**config.mk**
```make
export PLATFORM = sky130hd
export DESIGN_NAME = imm_ext_pipe
export DESIGN_NICKNAME = d
export VERILOG_FILES = /design/src/rtl/imm_ext_pipe.sv
export SDC_FILE = /design/constraint.sdc
export NUM_CORES = 1
export LEC_CHECK = 0
export BUFFER_PORTS_ARGS = -buffer_cell sky130_fd_sc_hd__buf_2
export CAP_MARGIN = 10
export CELL_PAD_IN_SITES_DETAIL_PLACEMENT = 0
export CELL_PAD_IN_SITES_GLOBAL_PLACEMENT = 1
export CORE_MARGIN = 2
export CORE_UTILIZATION = 39
export DETAILED_ROUTE_END_ITERATION = 10
export PLACE_DENSITY_LB_ADDON = 0.1
export RECOVER_POWER = 25
export SKIP_LAST_GASP = 1
export SYNTH_ARGS = -nofsm -noshare
export SYNTH_HDL_FRONTEND = slang
export SYNTH_SLANG_ARGS = --single-unit
```
**constraint.sdc**
```tcl
create_clock -name clk -period 2.5 [get_ports clk]
set_clock_uncertainty 0.1 [all_clocks]
set_input_delay 0.125 -clock clk [delete_from_list [all_inputs] [get_ports clk]]
set_output_delay 0.125 -clock clk [all_outputs]
set_load 0.03 [all_outputs]
```
**src/rtl/imm_ext_pipe.sv**
```systemverilog
// Two-stage immediate extension unit (zero/sign/LUI/branch/jump) behind a valid/ready pipe.
// Optional illegal-mode flag: define IMM_ERR_EN to carry out_err through the pipe.
module imm_ext_pipe #(
    parameter int DATA_W = 32,
    parameter int IMM_W  = 16,
    parameter int JMP_W  = 26
) (
    input  logic              clk,
    input  logic              reset,
    input  logic              in_valid,
    output logic              in_ready,
    input  logic [JMP_W-1:0]  in_imm,
    input  logic [2:0]        in_mode,
    input  logic [DATA_W-1:0] in_pc,
    output logic              out_valid,
    input  logic              out_ready,
    output logic [DATA_W-1:0] out_imm,
    output logic              out_err
);
    localparam int PCHI_W = DATA_W - JMP_W - 2;

    logic              vld_p1;
    logic              vld_p2;
    logic              adv1;
    logic              adv2;
    logic [JMP_W-1:0]  rawImm_p1;
    logic [2:0]        mode_p1;
    logic [PCHI_W-1:0] pcHi_p1;
    logic              unusedPcLo;

    function automatic logic [DATA_W-1:0] extendImm(
        input logic [JMP_W-1:0]  raw,
        input logic [2:0]        mode,
        input logic [PCHI_W-1:0] pcHi
    );
        logic signed [IMM_W-1:0]  imm;
        logic signed [DATA_W-1:0] sext;
        logic [DATA_W-1:0]        res;
        imm  = raw[IMM_W-1:0];
        sext = DATA_W'(imm);
        case (mode)
            3'd0:    res = {{(DATA_W-IMM_W){1'b0}}, imm};
            3'd1:    res = sext;
            3'd2:    res = {imm, {(DATA_W-IMM_W){1'b0}}};
            3'd3:    res = sext <<< 2;
            3'd4:    res = {pcHi, raw, 2'b00};
            default: res = '0;
        endcase
        return res;
    endfunction

    // A stage may load when its downstream neighbour is empty or draining this cycle.
    assign adv2      = !vld_p2 || out_ready;
    assign adv1      = !vld_p1 || adv2;
    assign in_ready  = adv1;
    assign out_valid = vld_p2;

    // Only the PC bits above the jump field reach the result.
    assign unusedPcLo = ^in_pc[JMP_W+1:0];

    // Stage S1: capture raw instruction fields
    always_ff @(posedge clk) begin
        if (!reset) begin
            vld_p1 <= 1'b0;
        end else if (adv1) begin
            vld_p1 <= in_valid;
        end
    end

    always_ff @(posedge clk) begin
        if (adv1 && in_valid) begin
            rawImm_p1 <= in_imm;
            mode_p1   <= in_mode;
            pcHi_p1   <= in_pc[DATA_W-1:JMP_W+2];
        end
    end

    // Stage S2: registered extended operand
    always_ff @(posedge clk) begin
        if (!reset) begin
            vld_p2  <= 1'b0;
            out_imm <= '0;
        end else if (adv2) begin
            vld_p2 <= vld_p1;
            if (vld_p1) begin
                out_imm <= extendImm(rawImm_p1, mode_p1, pcHi_p1);
            end
        end
    end

`ifdef IMM_ERR_EN
    logic err_p2;

    function automatic logic isIllegal(input logic [2:0] mode);
        return mode > 3'd4;
    endfunction

    always_ff @(posedge clk) begin
        if (!reset) begin
            err_p2 <= 1'b0;
        end else if (adv2 && vld_p1) begin
            err_p2 <= isIllegal(mode_p1);
        end
    end

    assign out_err = err_p2;
`else
    assign out_err = 1'b0;
`endif

endmodule

```
* After elaboration in Yosys (flattened, before gate mapping)
Cells that the tools add are included.
** Operators by class
- Mux-type cells :: 1
- Reductions and logical operators :: 7
- Equal/unequal tests :: 4
** Operators with widths (count)
- $pmux 32 s5 :: 1
- $eq 3x2->1 const B :: 2
- $eq 3x1->1 const B :: 1
- $eq 3x3->1 const B :: 1
- $logic_not 3->1 :: 1
- $logic_not 1->1 :: 2
- $logic_or 1x1->1 :: 2
- $reduce_and 2->1 :: 1
- $logic_and 1x1->1 :: 1
** Storage, ports and cells
- Bits of input ports :: 65
- Register bits after elaboration :: 67

* Logic depth before layout (Yosys ltp)
Gate-level depths: netlist (run 1).
- Word-level depth :: 4
- Gate-level depth with buffers :: 6

* Worst setup path after synthesis (run 1)
OpenSTA, ideal clock, no wires.
- Path type :: register -> register
- Start point :: register vld_p2 (netlist: out_valid)
- End point :: register mode_p1[0], enable pin
- Path buffers :: 0
- Clock period less this slack :: 2.208 ns
- Data arrival time :: 1.715 ns
- Cell stages (with the launch flop) :: 4
- Library setup time :: 0.393 ns
- Setup slack :: 0.292 ns
- Path through :: dfxtp_1 nor2b_1 nand2_1 and2_1
** Between the ends
- Cells in the longest elaborated chain, start to end :: 4
** RTL lines
- start: declaration :: RTL line 23 : logic vld_p2;
- start signal: assignment :: RTL line 84 : vld_p2 <= vld_p1;
- $logic_not 1->1 :: RTL line 53 : assign adv2 = !vld_p2 || out_ready;
- $logic_or 1x1->1 :: RTL line 53
- $logic_or 1x1->1 :: RTL line 54 : assign adv1 = !vld_p1 || adv2;
- via in_ready :: RTL line 11 : output logic in_ready,
- $logic_and 1x1->1 :: RTL line 71 : if (adv1 && in_valid) begin
- end signal: assignment :: RTL line 73 : mode_p1 <= in_mode;
- end: declaration :: RTL line 27 : logic [2:0] mode_p1;
The timed path passes the listed nets, and every way through them passes these cells.
A chain may end at the register's enable or synchronous reset.

* Worst setup path after layout (run 1)
- Start point :: register mode_p1[2]
- End point :: register out_imm[25]
** Between the ends
- Cells in the longest elaborated chain, start to end :: 2
- Elaborated cells between the ends (all ways) :: 6
- Those cells by class :: eq/ne: 4; mux: 1; reduce/logical: 1
** RTL lines
- $eq 3x3->1 (tied with other cells) :: RTL line 41 : case (mode)
- $pmux 32 s5 * :: RTL line 41
- end signal: assignment :: RTL line 86 : out_imm <= extendImm(rawImm_p1, mode_p1, pcHi_p1);
- end: declaration :: RTL line 17 : output logic [DATA_W-1:0] out_imm,
Mark *: on every way between the ends. The rest lies on a longest branch, timed or not.

==> out/qor.yml, run 1 <==
finish:
  fin_cells: 498
  antenna_cells: 0
  final_cell_mix: "buf_2, a21oi_1, nand3b_1"
  layout-area-overhead-vs-synth_pct: 30.0
  layout-drive-gt1-share_pct: 32.1
  nets: 456
  layout_commonest_cell: "buf_2"
  final_area_sq_um: 4090
  fillCellCount: 721
  seq_area_sq_um: 1670
  multi_input_area_sq_um: 1290
place:
  gp_congestion: 0.783
  dp.cells: 447
  place_hpwl_microns: 4840
  place_area_sq_um: 3520
  io_buffers: 70
logic_synthesis:
  avgSynthCellArea_sq_um: 10.8
  synthCells: 291
  syn-cell-area_sq_um: 3150
  synth-seq-area-share_pct: 53.1
  yosys_warnings: 0
  synth.distinct_cells: 37
  synth_nets: 356
  synth-seq-cells: 67
global_routing:
  antenna_found_initial: 0
  grt_util_all_layers_pct: 17.6
  grt_pass1_vias: 2318
  grt_pass1_wl_microns: 11800
  grt_max_degree: 41
  overflow: 0
clocking:
  htree_num_levels: 3
  clock_sinks: 67
  clockRootBuffer: "clkbuf_8"
  clk_latency_ns: 0.34
  clk_pin_slew_ns: 0.07
  cts_tree: "yes"
  numCtsBuffers: 9
  postCtsSetupBuffers: 0
  clockBufferDepth: 2
  cts-resized-gates: 0
power:
  power_w: 0.00253
  p_leak_nw: 1.54
  vdd_drop_max_v: 0.000405
  power.density_nw_per_um2: 619
sta:
  period_minus_slack_ns: 1.89
  grt_setup_unrepaired: "no"
  tightest_slew_ns: 0.784
  max_freq_mhz: 528
  final.period_utilization_pct: 75.7
  slew_headroom_pct: 47.6
  fin_setup_tns_ns: 0
  hold_ws_ns: 0.0392
  hold_viol: 0
  drv_slew: 0
  setup_viol: 0
worst_setup_path:
  crit_fanout: 40
  r2r_slack_ns: 0.61
  path_class: "register to register"
  endpoint_kind: "register"
  slowest_delay_ns: 0.66
  critPathLaunchType: "register"
  path_cells: "buf_4, nand3b_1, a21oi_1, o21ai_1, a21oi_1"
  cp.arrival_ns: 2.06
  cp_slowest_cell: "edfxtp_1"
  required_ns: 2.67
  cp_common_cell: "a21oi_1"
floorplanning:
  die_h_microns: 93.8
  die_x_microns: 93.8
  die_area_sq_um: 8800
  initial_utilization_pct: 40.5
  fp.coreArea_sq_um: 7770
  io_pins: 100
  rows: 32
worst_hold_path:
  min_path_type: "primary input to register"
routing:
  drt-total-wl_microns: 7380
  ant_nets: 0
  drcViolationCount: 0
  firstDrtPassIters: 4
  via_per_inst: 5.02
  first_iter_violations: 103
  dr_total_vias: 2498
  drt-wirelength-per-cell_microns: 14.8
outcome:
  outcome: "finished, final reports clean"
job:
  cap_violations: 0
cell families (layout without fill, tap and decap cells):
kind of cell           after synthesis  after routing  share of synthesized area (%)
other                                1              1                          0.119
AOI/OAI and AO/OA                   87             87                           19.1
DFF                                 67             67                           53.1
muxes                                2              2                          0.676
and+or+nand+nor                    106            106                           21.2
buffers and inverters               28            133                           5.81
layout make-up:
| type | instances | share of cell area, % |
|---|---|---|
| flip-flops and latches | 67 | 40.9 |
| multi-input cells | 196 | 31.6 |
| repair buffers | 115 | 19.0 |
| well taps | 102 | 3.12 |
| clock buffers | 9 | 3.03 |
| clock inverters | 7 | 2.26 |
| inverters | 2 | 0.184 |
stage by stage:
step | setup slack [ns] | util (%)
floorplan | 0.292 | -
CTS | 0.620 | 52.7
global placement | 0.654 | 45.4
detailed placement | 0.643 | 45.4
finish | 0.607 | 52.7
global route | 0.392 | 52.7
Yosys cell counts:
| cell type | number | area, sq um |
|---|---|---|
| edfxtp_1 | 33 | 991 |
| buf_4 | 6 | 45.0 |
| conb_1 | 1 | 3.75 |
| a32o_1 | 1 | 10.0 |
| nand3b_1 | 37 | 278 |
| a221oi_1 | 1 | 8.76 |
| nor2_1 | 5 | 18.8 |
| mux2_2 | 1 | 11.3 |
| nand2_2 | 1 | 6.26 |
| clkbuf_2 | 1 | 5.00 |
| a22oi_2 | 1 | 12.5 |
| nor3_1 | 2 | 10.0 |
| nor3_2 | 9 | 90.1 |
| o21ai_1 | 15 | 75.1 |
| a31oi_1 | 3 | 18.8 |
| nor2b_1 | 3 | 18.8 |
| nand3_1 | 9 | 45.0 |
| clkbuf_1 | 5 | 18.8 |
| nand2_1 | 22 | 82.6 |
| and3_1 | 1 | 6.26 |
| and2_1 | 2 | 12.5 |
| buf_2 | 7 | 35.0 |
| a21o_1 | 1 | 7.51 |
| a21oi_2 | 9 | 78.8 |
| a221o_1 | 1 | 10.0 |
| buf_1 | 1 | 3.75 |
| a32oi_1 | 1 | 8.76 |
| a21oi_1 | 44 | 220 |
| inv_1 | 2 | 7.51 |
| buf_6 | 6 | 67.6 |
| and3b_1 | 1 | 8.76 |
| mux2i_1 | 1 | 10.0 |
| and2b_1 | 1 | 7.51 |
| nor2_2 | 1 | 6.26 |
| nand2b_1 | 12 | 75.1 |
| dfxtp_1 | 34 | 681 |
| a221oi_2 | 10 | 150 |
critical path: cells and delay by family, from the launching register on:
kind / cells / cell delay, ns
and+or+nand+nor: 1 / 0.12
AOI/OAI and AO/OA: 3 / 0.52
DFF: 1 / 0.66
buffers and inverters: 1 / 0.41
report_power, final:
part | switching, W | leakage, nW | total [W] | internal (W)
Combinational | 0.000171 | 0.836 | 0.000309 | 0.000138
Sequential | 0.0000413 | 0.598 | 0.00124 | 0.00120
Clock | 0.000421 | 0.103 | 0.000978 | 0.000558
Total | 0.000633 | 1.54 | 0.00253 | 0.00190
metal layers:
metal	up-vias	GRT usage (%)	part of all wire, %
li1	1270	-	-
met1	1147	26.8	53
met2	72	24.5	41
met3	9	3.69	4.6
met4	0	5.80	1.3
met5	-	0	0
what timing repair did:
action / 4_1_cts / 5_1_grt
endpoints found under the hold margin: 35 / 0
setup endpoints to repair: 0 / 0
hold buffers: 35 / 0
registers in the layout (all words and copies together), names as in the netlist:
register,cells
out_imm,32
rawImm_p1,26
pcHi_p1,4
mode_p1,3
out_valid,1
vld_p1,1
worst paths after layout:
check        cells after the start     endpoint         from
max reg2reg                      5  out_imm[25]   mode_p1[2]
min                              3    out_valid    out_ready
max                              5  out_imm[25]   mode_p1[2]
min reg2reg                      2  out_imm[23]  out_imm[23]
Note: power is estimated with default switching activity, not from simulation.
==> inputs of run 2 (changes only) <==
--- a/config.mk
+++ b/config.mk
@@ -10,7 +10,7 @@
 export CELL_PAD_IN_SITES_DETAIL_PLACEMENT = 0
 export CELL_PAD_IN_SITES_GLOBAL_PLACEMENT = 1
 export CORE_MARGIN = 2
-export CORE_UTILIZATION = 39
+export CORE_UTILIZATION = 35
 export DETAILED_ROUTE_END_ITERATION = 10
 export PLACE_DENSITY_LB_ADDON = 0.1
 export RECOVER_POWER = 25
==> constraint.sdc (replaced) <==
create_clock -name clk -period 1.65 [get_ports clk]
set_clock_uncertainty 0.1 [all_clocks]
set_input_delay 0.0825 -clock clk [delete_from_list [all_inputs] [get_ports clk]]
set_output_delay 0.0825 -clock clk [all_outputs]
set_load 0.03 [all_outputs]
==> run 2 against run 1 <==
Wire length up 3.8%. Sequential share of layout area is 1.0 points lower. Largest cell class unchanged. Maximum frequency rose by 20%. Die area grew 11%. Global-route usage down 0.96 points. Non-clock buffer count grew 13. Setup slack worse by 0.54 ns. Cell count is 3.8% higher. Count of clock-buffer cells in the layout increased by 1. Critical path type unchanged.
==> out/qor.yml, run 2 (same netlist as run 1, synthesis figures left out) <==
clocking:
  htree_num_levels: 3  # unchanged
  clockRootBuffer: "clkbuf_8"
  clk_pin_slew_ns: 0.07  # about the same
  cts_tree: "yes"
  clockBufferDepth: 2  # unchanged
  numCtsBuffers: 9  # unchanged
  clk_latency_ns: 0.34  # about the same
  clock_sinks: 67  # unchanged
routing:
  firstDrtPassIters: 4  # unchanged
  dr_total_vias: 2529  # +1.2%
  drt-total-wl_microns: 7660  # +3.8%
  drcViolationCount: 0  # unchanged
  via_per_inst: 4.89  # -2.5%
  drt-wirelength-per-cell_microns: 14.8  # about the same
  first_iter_violations: 123  # +19%
  ant_nets: 0  # unchanged
finish:
  reg_top3: "out_imm x32, rawImm_p1 x26, pcHi_p1 x4"
  top_register: "out_imm"
  layout-drive-gt1-share_pct: 34.5  # +2.4 points
  largest_reg_flops: 32  # unchanged
  seq_area_sq_um: 1670  # unchanged
  layout-area-overhead-vs-synth_pct: 33.3
  final_area_sq_um: 4190  # +2.5%
  nets: 469  # +2.9%
  layout_commonest_cell: "buf_2"
  final_cell_mix: "buf_2, a21oi_1, nand3b_1"
  antenna_cells: 0  # unchanged
  multi_input_area_sq_um: 1310  # +1.2%
  fillCellCount: 829  # +15%
place:
  gp_congestion: 0.840  # +7.3%
  place_hpwl_microns: 5280  # +9.1%
  io_buffers: 70  # unchanged
  dp_slack_ns: 0.0807  # -0.562 ns
  place_area_sq_um: 3660  # +4.0%
floorplanning:
  die_area_sq_um: 9760  # +11%
  die_x_microns: 98.8  # +5.3%
  fp.coreArea_sq_um: 8720  # +12%
  initial_utilization_pct: 36.1  # -4.4 points
  die_h_microns: 98.8  # +5.3%
  io_pins: 100  # unchanged
  rows: 34  # +6.3%
worst_hold_path:
  min_to: "rawImm_p1[23]"
  min_path_type: "primary input to register"
  hold_depth: 2  # -1
  hold_start: "in_imm[23]"
power:
  switching_power_w: 0.000949  # +50%
  p_comb_share_pct: 14.5  # +2.3 points
  vdd_drop_max_v: 0.000409  # +0.80%
  pwr-share-seq_pct: 53.0  # +3.9 points
  power.density_nw_per_um2: 844  # +36%
  p_int_w: 0.00259  # +37%
  swShare_pct: 26.8  # +1.8 points
  power_w: 0.00354  # +40%
  p_leak_nw: 1.59  # +3.2%
  power_frac_clock_pct: 32.5  # -6.2 points
worst_setup_path:
  required_ns: 1.77  # -0.90 ns
  path_class: "register to register"
  crit_start: "mode_p1[1]"
  reg2reg_depth: 5  # unchanged
  critPathLaunchType: "register"
  cp.arrival_ns: 1.70  # -0.36 ns
  r2r_slack_ns: 0.07  # -0.54 ns
  endpoint_kind: "register"
  r2r_end: "out_imm[7]"
  crit_fanout: 8  # -80%
  rr_startpoint: "mode_p1[1]"
sta:
  hold_viol: 0  # unchanged
  fin_setup_tns_ns: 0  # unchanged
  fin_ws_ns: 0.0677  # -0.539 ns
  period_minus_slack_ns: 1.58  # -0.311 ns
  final.period_utilization_pct: 95.9  # +20 points
  setup_viol: 0  # unchanged
  grt_setup_unrepaired: "yes"
  drv_slew: 0  # unchanged
  max_freq_mhz: 632  # +20%
global_routing:
  grt_max_degree: 34  # -17%
  grt_util_all_layers_pct: 16.6  # -0.96 points
  antenna_found_initial: 0  # unchanged
  grt_pass1_wl_microns: 12600  # +6.2%
  grt_pass1_vias: 2449  # +5.7%
  overflow: 0  # unchanged
outcome:
  outcome: "finished, final reports clean"
job:
  cap_violations: 0  # unchanged
-- run 2: cell types whose count changed in the layout (fill, tap and decap cells not counted), sizes merged --
| cell | change |
|---|---|
| buf | +11 |
| bufinv | -2 |
| clkbuf | +2 |
| clkinv | +1 |
| dlygate4sd3 | +1 |
-- run 2: routing by layer --
metal	GRT usage [%]	up-vias	routed length (microns)
met1	24.4	1167	3870
met4	6.32	0	89
met3	3.62	10	330
li1	-	1295	-
met5	0	-	0
met2	23.9	57	3370
-- run 2: stage by stage --
step / util [%] / std cells / hold slack (ns)
3_3_place_gp: 42.0 / 465 / 0.159
3_5_place_dp: 42.0 / 465 / 0.161
2_1_floorplan: - / 291 / 0.0814
5_1_grt: 48.1 / 517 / 0.343
4_1_cts: 48.0 / 517 / 0.330
6_report: 48.1 / 517 / 0.344
-- run 2: worst max-delay path, stage by stage (launching register included) --
cell and delay, ns:
edfxtp_1 0.43, buf_4 0.19, and3b_1 0.25, buf_4 0.18, a221oi_2 0.24, nor3_2 0.07
-- run 2: worst max-delay path by stage --
stage / endpoint / slack [ns] / cells after the start
floorplan: mode_p1[0] / 0.07 / 3
global placement: out_imm[7] / 0.09 / 5
detailed placement: out_imm[8] / 0.08 / 5
CTS: out_imm[31] / 0.07 / 5
global route: out_imm[4] / -0.01 / 5
finish: out_imm[7] / 0.07 / 5
-- run 2: repair_timing --
item | CTS | global route
buffers inserted | 0 | 0
endpoints found under the hold margin | 36 | 0
hold buffers | 36 | 0
endpoints found under the setup margin | 0 | 7
resized for setup | 0 | 3
-- run 2: cell type report --
type                            instances  share of cell area [%]
Clock buffer                           10                    3.04
Clock inverter                          6                   0.776
Inverter                                2                   0.179
Multi-Input combinational cell        196                    31.2
Sequential cell                        67                    39.9
Tap cell                              108                    3.22
Timing Repair Buffer                  128                    21.8
-- run 2: power groups by stage --
stage          registers [W]  logic, W  clock network, W
2_1_floorplan        0.00193  0.000275                 0
4_1_cts              0.00188  0.000516           0.00119
5_1_grt              0.00188  0.000567           0.00128
3_3_place_gp         0.00191  0.000448                 0
6_report             0.00188  0.000514           0.00115
3_5_place_dp         0.00192  0.000451                 0
